**src/rtl/lsu_pkg.sv**
```systemverilog
// Shared types, FSM state codes, funct3 codes and the access legality check
// for the load/store memory master.
package lsu_pkg;

    typedef logic [2:0] lsu_state_t;

    localparam lsu_state_t ST_IDLE  = 3'd0;
    localparam lsu_state_t ST_RD    = 3'd1;
    localparam lsu_state_t ST_CAP   = 3'd2;
    localparam lsu_state_t ST_MERGE = 3'd3;
    localparam lsu_state_t ST_WR    = 3'd4;
    localparam lsu_state_t ST_DONE  = 3'd5;

    localparam logic [2:0] F3_B  = 3'b000;
    localparam logic [2:0] F3_H  = 3'b001;
    localparam logic [2:0] F3_W  = 3'b010;
    localparam logic [2:0] F3_BU = 3'b100;
    localparam logic [2:0] F3_HU = 3'b101;

    typedef struct packed {
        logic        we;
        logic [2:0]  funct3;
        logic [31:0] addr;
        logic [31:0] wdata;
    } lsu_req_t;

    // Unsigned loads have no store counterpart; the range bound is word-sized
    // regardless of access width.
    function automatic logic lsu_access_err(
        input logic        we,
        input logic [2:0]  funct3,
        input logic [31:0] addr,
        input logic [31:0] addr_max
    );
        logic bad_f3;
        logic misal;
        bad_f3 = 1'b0;
        misal  = 1'b0;
        case (funct3)
            F3_B: begin
                bad_f3 = 1'b0;
                misal  = 1'b0;
            end
            F3_H: misal = addr[0];
            F3_W: misal = (addr[1:0] != 2'b00);
            F3_BU: bad_f3 = we;
            F3_HU: begin
                bad_f3 = we;
                misal  = addr[0];
            end
            default: bad_f3 = 1'b1;
        endcase
        return bad_f3 | misal | (addr > addr_max);
    endfunction

endpackage

```
**src/rtl/lsu_align.sv**
```systemverilog
// Lane extraction with sign/zero extension for loads, and lane replacement
// of a read word for sub-word stores.
module lsu_align
    import lsu_pkg::*;
(
    input  logic [2:0]  i_funct3,
    input  logic [1:0]  i_addr_lo,
    input  logic [31:0] i_rdata,
    input  logic [31:0] i_wdata,
    output logic [31:0] o_load_data,
    output logic [31:0] o_merge_data
);

    logic [7:0]  w_byte;
    logic [15:0] w_half;

    // Select the addressed byte and halfword lanes of the read word.
    always_comb begin
        case (i_addr_lo)
            2'd0:    w_byte = i_rdata[7:0];
            2'd1:    w_byte = i_rdata[15:8];
            2'd2:    w_byte = i_rdata[23:16];
            2'd3:    w_byte = i_rdata[31:24];
            default: w_byte = i_rdata[7:0];
        endcase
        if (i_addr_lo[1]) begin
            w_half = i_rdata[31:16];
        end else begin
            w_half = i_rdata[15:0];
        end
    end

    // Extend the selected lane to the full load result.
    always_comb begin
        case (i_funct3)
            F3_B:    o_load_data = {{24{w_byte[7]}}, w_byte};
            F3_H:    o_load_data = {{16{w_half[15]}}, w_half};
            F3_W:    o_load_data = i_rdata;
            F3_BU:   o_load_data = {24'h000000, w_byte};
            F3_HU:   o_load_data = {16'h0000, w_half};
            default: o_load_data = 32'h0000_0000;
        endcase
    end

    // Replace only the target lane; untouched lanes come from the read word.
    always_comb begin
        o_merge_data = i_rdata;
        case (i_funct3)
            F3_B: begin
                case (i_addr_lo)
                    2'd0:    o_merge_data = {i_rdata[31:8], i_wdata[7:0]};
                    2'd1:    o_merge_data = {i_rdata[31:16], i_wdata[7:0], i_rdata[7:0]};
                    2'd2:    o_merge_data = {i_rdata[31:24], i_wdata[7:0], i_rdata[15:0]};
                    2'd3:    o_merge_data = {i_wdata[7:0], i_rdata[23:0]};
                    default: o_merge_data = i_rdata;
                endcase
            end
            F3_H: begin
                if (i_addr_lo[1]) begin
                    o_merge_data = {i_wdata[15:0], i_rdata[15:0]};
                end else begin
                    o_merge_data = {i_rdata[31:16], i_wdata[15:0]};
                end
            end
            F3_W:    o_merge_data = i_wdata;
            default: o_merge_data = i_rdata;
        endcase
    end

endmodule

```
**src/rtl/lsu_mem_master.sv**
```systemverilog
// RV32I load/store initiator: one request at a time, registered-read memory,
// read-modify-write for sub-word stores, access errors reported without touching memory.
module lsu_mem_master
    import lsu_pkg::*;
#(
    parameter int MEM_BYTES = 4096
) (
    input  logic        i_clk,
    input  logic        i_rst,
    input  logic        i_req_valid,
    output logic        o_req_ready,
    input  logic        i_req_we,
    input  logic [2:0]  i_req_funct3,
    input  logic [31:0] i_req_addr,
    input  logic [31:0] i_req_wdata,
    output logic        o_resp_valid,
    output logic [31:0] o_resp_rdata,
    output logic        o_resp_err,
    output logic        o_mem_read,
    output logic        o_mem_write,
    output logic [31:0] o_mem_addr,
    output logic [31:0] o_mem_wdata,
    input  logic [31:0] i_mem_rdata
);

    localparam logic [31:0] ADDR_MAX = 32'(MEM_BYTES - 4);

    lsu_state_t  r_state;
    lsu_req_t    r_req;
    logic [31:0] r_resp_rdata;
    logic        r_resp_err;

    logic        w_accept;
    logic        w_err;
    logic [31:0] w_load_data;
    logic [31:0] w_merge_data;

    assign w_accept = i_req_valid && o_req_ready;
    assign w_err    = lsu_access_err(i_req_we, i_req_funct3, i_req_addr, ADDR_MAX);

    lsu_align u_align (
        .i_funct3     (r_req.funct3),
        .i_addr_lo    (r_req.addr[1:0]),
        .i_rdata      (i_mem_rdata),
        .i_wdata      (r_req.wdata),
        .o_load_data  (w_load_data),
        .o_merge_data (w_merge_data)
    );

    // Sequencer, request latch and response registers; reset drops any in-flight request.
    always_ff @(posedge i_clk) begin
        if (i_rst) begin
            r_state      <= ST_IDLE;
            r_req        <= '0;
            r_resp_rdata <= 32'h0000_0000;
            r_resp_err   <= 1'b0;
        end else begin
            case (r_state)
                ST_IDLE: begin
                    if (w_accept) begin
                        r_req <= '{we: i_req_we, funct3: i_req_funct3,
                                   addr: i_req_addr, wdata: i_req_wdata};
                        if (w_err) begin
                            r_state      <= ST_DONE;
                            r_resp_err   <= 1'b1;
                            r_resp_rdata <= 32'h0000_0000;
                        end else if (i_req_we && (i_req_funct3 == F3_W)) begin
                            r_state <= ST_WR;
                        end else begin
                            r_state <= ST_RD;
                        end
                    end
                end
                ST_RD: begin
                    if (r_req.we) begin
                        r_state <= ST_MERGE;
                    end else begin
                        r_state <= ST_CAP;
                    end
                end
                ST_CAP: begin
                    r_resp_rdata <= w_load_data;
                    r_resp_err   <= 1'b0;
                    r_state      <= ST_DONE;
                end
                ST_MERGE, ST_WR: begin
                    r_resp_rdata <= 32'h0000_0000;
                    r_resp_err   <= 1'b0;
                    r_state      <= ST_DONE;
                end
                ST_DONE: r_state <= ST_IDLE;
                default: r_state <= ST_IDLE;
            endcase
        end
    end

    // Memory strobes come straight from state but are forced off while reset is high.
    assign o_req_ready  = (r_state == ST_IDLE) && !i_rst;
    assign o_resp_valid = (r_state == ST_DONE) && !i_rst;
    assign o_mem_read   = (r_state == ST_RD) && !i_rst;
    assign o_mem_write  = ((r_state == ST_WR) || (r_state == ST_MERGE)) && !i_rst;
    assign o_resp_rdata = r_resp_rdata;
    assign o_resp_err   = r_resp_err;

    // Word-aligned address whenever a request is in flight.
    always_comb begin
        if (i_rst || (r_state == ST_IDLE)) begin
            o_mem_addr = 32'h0000_0000;
        end else begin
            o_mem_addr = {r_req.addr[31:2], 2'b00};
        end
    end

    // Full-word write data: merged word for RMW, raw store data for SW.
    always_comb begin
        if (!o_mem_write) begin
            o_mem_wdata = 32'h0000_0000;
        end else if (r_state == ST_MERGE) begin
            o_mem_wdata = w_merge_data;
        end else begin
            o_mem_wdata = r_req.wdata;
        end
    end

endmodule

```
**config.mk**
```make
export PLATFORM = sky130hd
export DESIGN_NAME = lsu_mem_master
export DESIGN_NICKNAME = d
export VERILOG_FILES = /design/src/rtl/lsu_pkg.sv /design/src/rtl/lsu_align.sv /design/src/rtl/lsu_mem_master.sv
export SDC_FILE = /design/constraint.sdc
export NUM_CORES = 1
export LEC_CHECK = 0
export BUFFER_PORTS_ARGS = -buffer_cell sky130_fd_sc_hd__buf_2
export CORE_ASPECT_RATIO = 0.5
export CORE_MARGIN = 2
export CORE_UTILIZATION = 54
export CTS_BUF_LIST = sky130_fd_sc_hd__clkbuf_16
export DETAILED_ROUTE_END_ITERATION = 10
export MAX_ROUTING_LAYER = met4
export PLACE_DENSITY = 0.86
export SYNTH_ARGS = -nofsm -noshare
export SYNTH_HDL_FRONTEND = slang
export SYNTH_SLANG_ARGS = --single-unit
export TNS_END_PERCENT = 5
```
**constraint.sdc**
```tcl
create_clock -name i_clk -period 2.54 [get_ports i_clk]
set_input_delay 0.254 -clock i_clk [delete_from_list [all_inputs] [get_ports i_clk]]
set_output_delay 0.254 -clock i_clk [all_outputs]
set_load 0.02 [all_outputs]
```
# After elaboration in Yosys (flattened, before gate mapping)
# Cells that the tools add are included.
word_totals:
  in_bits: 103
  wordCells: 74
  out_inout_bits: 101
  regBits: 104
classes:
  reduce_logical: 24
  n_eq_ne: 18
  muxes: 22
  order_cmp: 1
  n_bitwise: 2
op_table:
  columns: ["operator", "count"]
  rows:
  - ["$mux W32", 6]
  - ["$pmux W32 S3", 2]
  - ["$pmux W32 S5", 1]
  - ["$pmux W32 S4", 1]
  - ["$gt A32 B12 Y1 const B", 1]
  - ["$pmux W8 S4", 1]
  - ["$eq A3 B3 Y1 const B", 6]
  - ["$mux W16", 1]
  - ["$eq A3 B2 Y1 const B", 4]
  - ["$eq A3 B1 Y1 const B", 3]
  - ["$logic_not A3 Y1", 3]
  - ["$mux W3", 3]
  - ["$pmux W3 S3", 1]
  - ["$logic_and A1 B1 Y1", 6]
  - ["$pmux W1 S2", 3]
  - ["$reduce_and A3 Y1", 2]
  - ["$reduce_or A2 Y1", 3]
  - ["$reduce_or A3 Y1", 2]
  - ["$eq A2 B2 Y1 const B", 2]
  - ["$ne A2 B2 Y1 const B", 2]
  - ["$reduce_bool A2 Y1", 2]
  - ["$mux W1", 3]
  - ["$reduce_bool A3 Y1", 1]
  - ["$eq A2 B1 Y1 const B", 1]
  - ["other kinds (5)", 7]

# Depth between registers and ports, before layout
# Gate-level depths: netlist (run 1).
logic_depth:
  ltp_word: 8
  mapped_depth: 9
  ltp_nobuf: 6

# Hierarchy
# Synthesis (run 1) repeated with hierarchy kept, for this count alone.
hier_totals:
  cells_unflattened: 902
  area_unflattened_um2: 6421.2
modules_own_cells:
  columns: ["module", "instances", "cells_each", "area_per_inst_um2", "seq_area_each_um2"]
  rows:
  - ["lsu_mem_master", 1, 645, 4698.3, 2082.0]
  - ["lsu_align", 1, 257, 1722.9, 0.0]

# Worst setup path after synthesis (run 1)
# No wires, ideal clock.
synth_path:
  path_kind: "flip-flop to output port"
  startpoint: "register r_req[64] (netlist bit)"
  endpoint: "output port o_mem_wdata[15]"
  stages_incl_launch_ff: 7
  arrival_ps: 1810
  t_required_ps: 2286
  path_buffers: 1
  setup_slack_ps: 476
  cell_sequence: "dfxtp_1 or3_1 buf_2 nor3b_4 nand2_1 a221o_1 a21oi_1"
synth_between:
  elab_chain_cells: 4
  elab_cells_between_ends: 6
  classes_between: "eq/ne: 2; mux: 3; reduce/logical: 1"
synth_rtl:
  columns: ["element", "line_no", "rtl"]
  rows:
  - ["start: declaration", "lsu_mem_master.sv:29", "lsu_req_t r_req;"]
  - ["start signal: assignment", "lsu_mem_master.sv:61", "r_req <= '{we: i_req_we, funct3: i_req_funct3,"]
  - ["$eq A3 B2 Y1, or another cell as far along", "lsu_align.sv:48", "case (i_funct3)"]
  - ["$pmux W32 S3 (*)", "lsu_align.sv:48", null]
  - ["$mux W32 (*)", "lsu_mem_master.sv:118", "end else if (r_state == ST_MERGE) begin"]
  - ["$mux W32 (*)", "lsu_mem_master.sv:116", "if (!o_mem_write) begin"]
  - ["end: declaration", "lsu_mem_master.sv:22", "output logic [31:0] o_mem_wdata,"]
# Mark *: on every way between the ends. The rest lies on a longest branch, timed or not.

# Final worst setup path (run 1)
layout_path:
  startpoint: "register r_req[66] (netlist bit)"
  endpoint: "output port o_mem_wdata[15]"
# Same word-level chain as after synthesis.

==> results of run 1 <==
sequential cells by signal, indices dropped and copies added (netlist names):
name,count
o_resp_rdata,32
o_resp_err,1
r_req,68
r_state,3
final cells by class:
cell class | count | area (sq um) | area share
Timing Repair Buffer | 218 | 1150 | 0.1642
Sequential cell | 104 | 2086 | 0.2979
Clock buffer | 9 | 225.2 | 0.03217
Tap cell | 140 | 175.2 | 0.02502
Multi-Input combinational cell | 528 | 3203 | 0.4575
Inverter | 20 | 75.07 | 0.01072
Clock inverter | 7 | 87.58 | 0.01251
worst max-delay path, cell delays in order, from the launching register on:
cell     delay [ns]
dfxtp_2        0.42
or3_4          0.42
nor3b_4        0.20
nand2_1        0.08
a221o_1        0.32
a21oi_1        0.18
buf_2          0.20
power by group:
group	switching (mW)	total (mW)	leakage [nW]	internal, mW
Sequential	0.275	2.23	0.850	1.96
Clock	0.682	1.47	0.154	0.788
Combinational	1.39	2.16	1.94	0.767
Total	2.35	5.86	2.94	3.51
synthesized netlist by cell type (2+ instances only):
library cell / instances
clkbuf_1: 30
and2_1: 2
buf_2: 16
a21o_1: 4
nor2_1: 60
nand3_1: 5
nand2_1: 78
mux2i_1: 23
a22oi_1: 13
a222oi_1: 2
dfxtp_1: 104
a21oi_1: 32
o21bai_1: 2
nand4_1: 3
nor2b_1: 4
nor4_1: 6
a32oi_1: 2
o21ai_0: 103
inv_1: 19
nor3_1: 4
nor3b_2: 2
o21a_1: 3
a221o_1: 4
nor2_2: 2
mux4_2: 2
buf_4: 12
o32ai_1: 10
a221oi_1: 22
o2bb2ai_1: 20
o21ai_1: 6
nor4b_1: 2
nand2b_1: 94
stage by stage:
step	hold slack, ns	worst slack (ns)	utilization	power (mW)	instances
global placement	0.4485	0.2090	0.6542	4.297	1010
detailed placement	0.4523	0.1734	0.6542	4.335	1010
CTS	0.08611	0.004931	0.6864	5.801	1026
finish	0.08990	0.1114	0.6898	5.859	1026
floorplan	0.3625	0.4756	-	3.726	711
global route	0.1009	0.0002947	0.6898	6.185	1026
cells by family (layout without fill, tap and decap cells):
| logic type | count (synthesis) | count (layout) |
|---|---|---|
| buf+inv | 79 | 254 |
| compound gates | 229 | 229 |
| flops | 104 | 104 |
| other cells | 1 | 2 |
| simple gates | 272 | 272 |
| mux | 25 | 25 |
path summary, 6_finish.rpt:
check	start	end	slack, ns	cells past startpoint
setup / recovery	r_req[66]	o_mem_wdata[15]	0.11	6
hold / removal	i_req_wdata[1]	r_req[1]	0.09	3
setup reg to reg	r_state[0]	o_resp_rdata[25]	0.21	5
hold reg to reg	o_resp_rdata[20]	o_resp_rdata[20]	0.48	2
metal layers:
metal,vias up,global-route usage,part of all wire,routed length (um)
li1,2842,-,-,-
met1,2769,0.4219,0.45,7648
met2,286,0.4699,0.45,7707
met3,34,0.07006,0.082,1401
met4,0,0.09238,0.017,286
met5,-,-,0,0
what timing repair did:
action,in CTS,in global routing
hold endpoints to repair,0,0
gates resized for setup,5,12
setup buffers,0,0
endpoints found under the setup margin,24,24
==> key figures, run 1 <==
Synthesis
  – Yosys top cell area share: 0.3720
  – Number of synthesized flops with an enable pin: 0
  – Avg Cell Area, Syn: 7.883 sq um
  – Largest area contributor in the netlist: dfxtp_1
  – Asr flop ratio synth: 0
  – Top_reg_cell synth: dfxtp_1
  – Post-Synthesis Cells: 710
  – Sequential area share after synthesis: 0.3720
  – Post-Synth XOR/XNOR Area: 0
  – Adder-cell share of the synthesized area: 0
  – Mux share of post-synthesis cell area: 0.04918
  – Mapped cell area: 0.005597 sq mm
  – Yosys reg bits: 104
  – Ys Warns: 0
  – Simple-gate share of the synthesized area: 0.2522
  – Largest cells by area after synthesis: dfxtp_1 37%, nand2b_1 11%, o21ai_0 9.2%
  – Synth cell types: 51
  – Largest family of logic cells by synthesized area: compound AO/OA/AOI/OAI gates
  – Post-synthesis compound-gate area fraction: 0.2611

Placed design
  – Buffers added on ports: 201
  – GP Congestion: 1.015
  – Hpwl dp: 12.61 mm
  – Placed Instance Area: 0.006640 sq mm

Detailed routing
  – Routed vias: 5931
  – Vias per cell: 5.781
  – TritonRoute pass-1 iters: 6
  – DRT iter0 DRCs: 475
  – # DRC: 0
  – Final wirelength: 17.04 mm
  – Remaining antenna violation count: 0
  – Post-detailed-route wirelength per cell: 16.61 um

Setup path
  – CP Capture Type: output port
  – Worst Path Max Fanout: 11
  – Req. time, crit path: 2.29 ns
  – Startpoint Class: flip-flop
  – Crit path DAT: 2.17 ns
  – Kind of critical path: reg -> out

Finish
  – Area delta synth->final: 25.11%
  – Fin area: 0.007002 sq mm
  – Fill cell count: 884
  – Diode count: 0
  – Commonest non-fill, non-tap cell in the layout: buf_2
  – Nets: 984
  – Ratio of cells with drive above 1 in the final layout: 0.2968
  – Most frequent cells in the layout: 201 x buf_2, 102 x o21ai_0, 101 x dfxtp_1

Global route
  – Maximum number of pins on one net before global-route repair: 137
  – Global-route wire length before repair: 27.78 mm
  – Vias in the first global route: 5474
  – GRT Util Overall: 0.3120
  – GRT overflow: 0
  – Initial antenna violation count: 0

Die
  – Die width: 148.0 um
  – Cell row count: 26
  – Number of I/O pins: 204
  – Die H: 75.99 um
  – Core ar.: 0.01015 sq mm
  – Initial Utilization: 0.5514
  – DIE AREA: 0.01124 sq mm

Clock network
  – Skew-Pair Late Insertion Delay: 0.36 ns
  – CTS hold repair buffers: 0
  – Root Driver: clkbuf_16
  – # clock sinks: 104
  – CTS tree: built
  – Longest Clk Path Bufs: 2
  – CTS clk-pin slew, worst paths: 0.08 ns
  – Clock buffer count from CTS: 9
  – H-tree depth: 3

Min path
  – Worst hold path class: in -> reg

STA
  – RSZ-0062 raised after global routing: no
  – Final hold viol count: 0
  – Setup Viol. Count Final: 0
  – Fin crit share: 0.9561
  – Slew @ Worst Pin: 0.8878 ns
  – FMAX: 0.4118 GHz
  – Clock Skew: 0.009076 ns
  – Max-slew violations: 0
  – Slew margin rel.: 0.4056
  – Setup TNS: 0 ns
  – Tmin final: 2.429 ns

Run status
  – Status: completed

Flow run
  – Maxcap violations: 0

Power and ir drop
  – Worst VDD drop: 0.0004348 V
  – Leakage: 2.944 nW
  – Pwr dens: 836.8 mW/mm^2
Power figures use the tool's default switching activity.
==> run 2: changes to the inputs <==
ABC_AREA = 1   (was default)
REMOVE_ABC_BUFFERS = 1   (was default)
==> key figures, run 2 <==
Min path
  – Worst Hold End: r_req[13]
  – WHS Path Cells: 3
  – Hold path start: i_req_wdata[13]
  – Worst hold path class: in -> reg

STA
  – Setup Viol. Count Final: 0
  – Slew margin rel.: 0.4911
  – Clock Skew: 0.01048 ns
  – Max-slew violations: 0
  – Fin crit share: 0.9470
  – Hold slack: 0.1059 ns
  – Tmin final: 2.405 ns
  – Slew @ Worst Pin: 0.7634 ns
  – Setup TNS: 0 ns
  – RSZ-0062 raised after global routing: yes
  – FMAX: 0.4158 GHz
  – Final hold viol count: 0

Placed design
  – DP Cell Count: 1213
  – Buffers added on ports: 201
  – GP Congestion: 0.9788
  – Hpwl dp: 13.41 mm
  – Placed Instance Area: 0.006733 sq mm

Setup path
  – Crit path DAT: 2.15 ns
  – Worst Path Max Fanout: 8
  – Startpoint Class: flip-flop
  – Kind of critical path: reg -> out
  – Worst r2r dst: o_resp_rdata[9]
  – Reg2Reg Setup Slack: 0.63 ns
  – Req. time, crit path: 2.29 ns
  – Reg2reg path depth: 8
  – RR Startpoint: r_state[0]
  – CP Capture Type: output port

Flow run
  – Maxcap violations: 0

Power and ir drop
  – Sw frac: 0.4241
  – Internal power: 3.309 mW
  – Final Power: 5.746 mW
  – NetSw: 2.437 mW
  – Sequential Power Share: 0.375
  – Leakage: 3.241 nW
  – Power share of the clock group: 0.237
  – Combinational Power Share: 0.387
  – Worst VDD drop: 0.0004338 V
  – Pwr dens: 816.1 mW/mm^2

Synthesis
  – Synth cell types: 30
  – Top post-synthesis cells by count: 290 x nand2_1, 118 x o21ai_0, 104 x dfxtp_1
  – Mapped cell area: 0.005639 sq mm
  – Number of synthesized flops with an enable pin: 0
  – Most numerous cell in the Yosys netlist: nand2_1
  – Post-Synthesis Cells: 908
  – Yosys reg bits: 104
  – Avg Cell Area, Syn: 6.211 sq um
  – Largest cells by area after synthesis: dfxtp_1 37%, nand2_1 19%, o21ai_0 10%
  – Top_reg_cell synth: dfxtp_1
  – Yosys top cell area share: 0.3692
  – Ys Warns: 0
  – Largest area contributor in the netlist: dfxtp_1
  – Sequential area share after synthesis: 0.3692
  – Asr flop ratio synth: 0

Clock network
  – CTS clk-pin slew, worst paths: 0.08 ns
  – Root Driver: clkbuf_16
  – # clock sinks: 104
  – Longest Clk Path Bufs: 2
  – Clock buffer count from CTS: 9
  – H-tree depth: 3
  – Skew-Pair Late Insertion Delay: 0.35 ns
  – CTS tree: built
  – Postcts setup bufs: 0

Global route
  – Vias in the first global route: 5882
  – GRT overflow: 0
  – Maximum number of pins on one net before global-route repair: 97
  – Global-route wire length before repair: 28.59 mm
  – Initial antenna violation count: 0
  – GRT Util Overall: 0.3183

Die
  – Core ar.: 0.01018 sq mm
  – Cell row count: 26
  – Initial Utilization: 0.5538
  – Die H: 76.26 um
  – Number of I/O pins: 204
  – DIE AREA: 0.01133 sq mm
  – Die width: 148.5 um

Detailed routing
  – DRT iter0 DRCs: 531
  – Post-detailed-route wirelength per cell: 14.56 um
  – # DRC: 0
  – Final wirelength: 17.90 mm
  – Remaining antenna violation count: 0
  – TritonRoute pass-1 iters: 5
  – Vias per cell: 5.469
  – Routed vias: 6722

Finish
  – Non-Filler Instances: 1229
  – Diode count: 0
  – Area delta synth->final: 24.85%
  – Nets: 1187
  – Fill cell count: 927
  – Ratio of cells with drive above 1 in the final layout: 0.2378
  – Max reg flops: 68
  – Fin area: 0.007041 sq mm
  – Commonest non-fill, non-tap cell in the layout: nand2_1
  – Top reg by flops: r_req
  – Most frequent cells in the layout: 288 x nand2_1, 201 x buf_2, 118 x o21ai_0

Run status
  – Status: completed
==> run 2: cell types whose count changed after synthesis, moves of 20 or more <==
cell	delta
nand2_1	+212
nand2b_1	-94
a21oi_1	+61
inv_1	+45
nor2_1	+32
mux2i_1	-23
a221oi_1	-22
nand3_1	+22
o2bb2ai_1	-20
==> run 2: cells by family after synthesis <==
family,count (synthesis),share of synthesized area
buf+inv,122,0.08564
other cells,1,0.0006650
simple gates,437,0.3135
flops,104,0.3692
compound gates,244,0.2310
==> run 2: worst max-delay path by stage <==
stage | from | end | slack [ns] | depth (start not counted)
2_1_floorplan | r_state[0] | r_req[10] | -0.94 | 6
4_1_cts | r_req[65] | o_mem_wdata[9] | 0.01 | 10
6_report | r_req[66] | o_mem_wdata[12] | 0.13 | 8
3_3_place_gp | r_req[65] | o_mem_wdata[9] | 0.31 | 10
3_5_place_dp | r_req[65] | o_mem_wdata[9] | 0.39 | 10
5_1_grt | r_req[64] | o_mem_wdata[12] | -0.02 | 8
==> run 2: metrics by stage <==
| step | util | worst slack [ns] |
|---|---|---|
| after global routing | 0.6914 | -0.01868 |
| after CTS | 0.6895 | 0.009501 |
| after floorplan | - | -0.9394 |
| final | 0.6914 | 0.1347 |
| after global placement | 0.6612 | 0.3094 |
| after detailed placement | 0.6612 | 0.3882 |
==> run 2: power by group through the flow <==
stage               combinational [mW]  sequential (mW)  clock, mW
finish                            2.23             2.16       1.36
global route                      2.47             2.19       1.45
CTS                               2.19             2.14       1.38
detailed placement                2.18             2.17          0
global placement                  2.15             2.16          0
floorplan                         1.39             2.20          0
==> run 2: metal layers <==
metal | wire, um | vias to the layer above | global-route usage | share of wire
li1 | - | 3308 | - | -
met1 | 7962 | 3040 | 0.4235 | 0.44
met2 | 7998 | 344 | 0.4981 | 0.45
met3 | 1703 | 30 | 0.07425 | 0.095
met4 | 233 | 0 | 0.06762 | 0.013
met5 | 0 | - | - | 0
==> run 2: area by class of cell <==
| type | count | area (sq um) | share of cell area |
|---|---|---|---|
| inverter | 69 | 261.5 | 0.03714 |
| clock buffer | 9 | 225.2 | 0.03199 |
| sequential | 104 | 2085 | 0.2961 |
| tap | 140 | 175.2 | 0.02488 |
| clock inverter | 7 | 62.56 | 0.008886 |
| timing repair buffer | 217 | 1139 | 0.1617 |
| multi-input combinational | 683 | 3093 | 0.4393 |
==> run 2: critical path, stage by stage, from the launching register on <==
cell,delay [ns]
dfxtp_1,0.35
nor2_1,0.18
nand2_1,0.18
nor2_1,0.45
nand2_1,0.13
o21ai_0,0.10
nand2_1,0.07
a21oi_1,0.15
buf_2,0.19
==> run 2: what timing repair did <==
item	CTS	global route
hold buffers	0	0
setup endpoints to repair	0	29
gates resized for setup	0	10
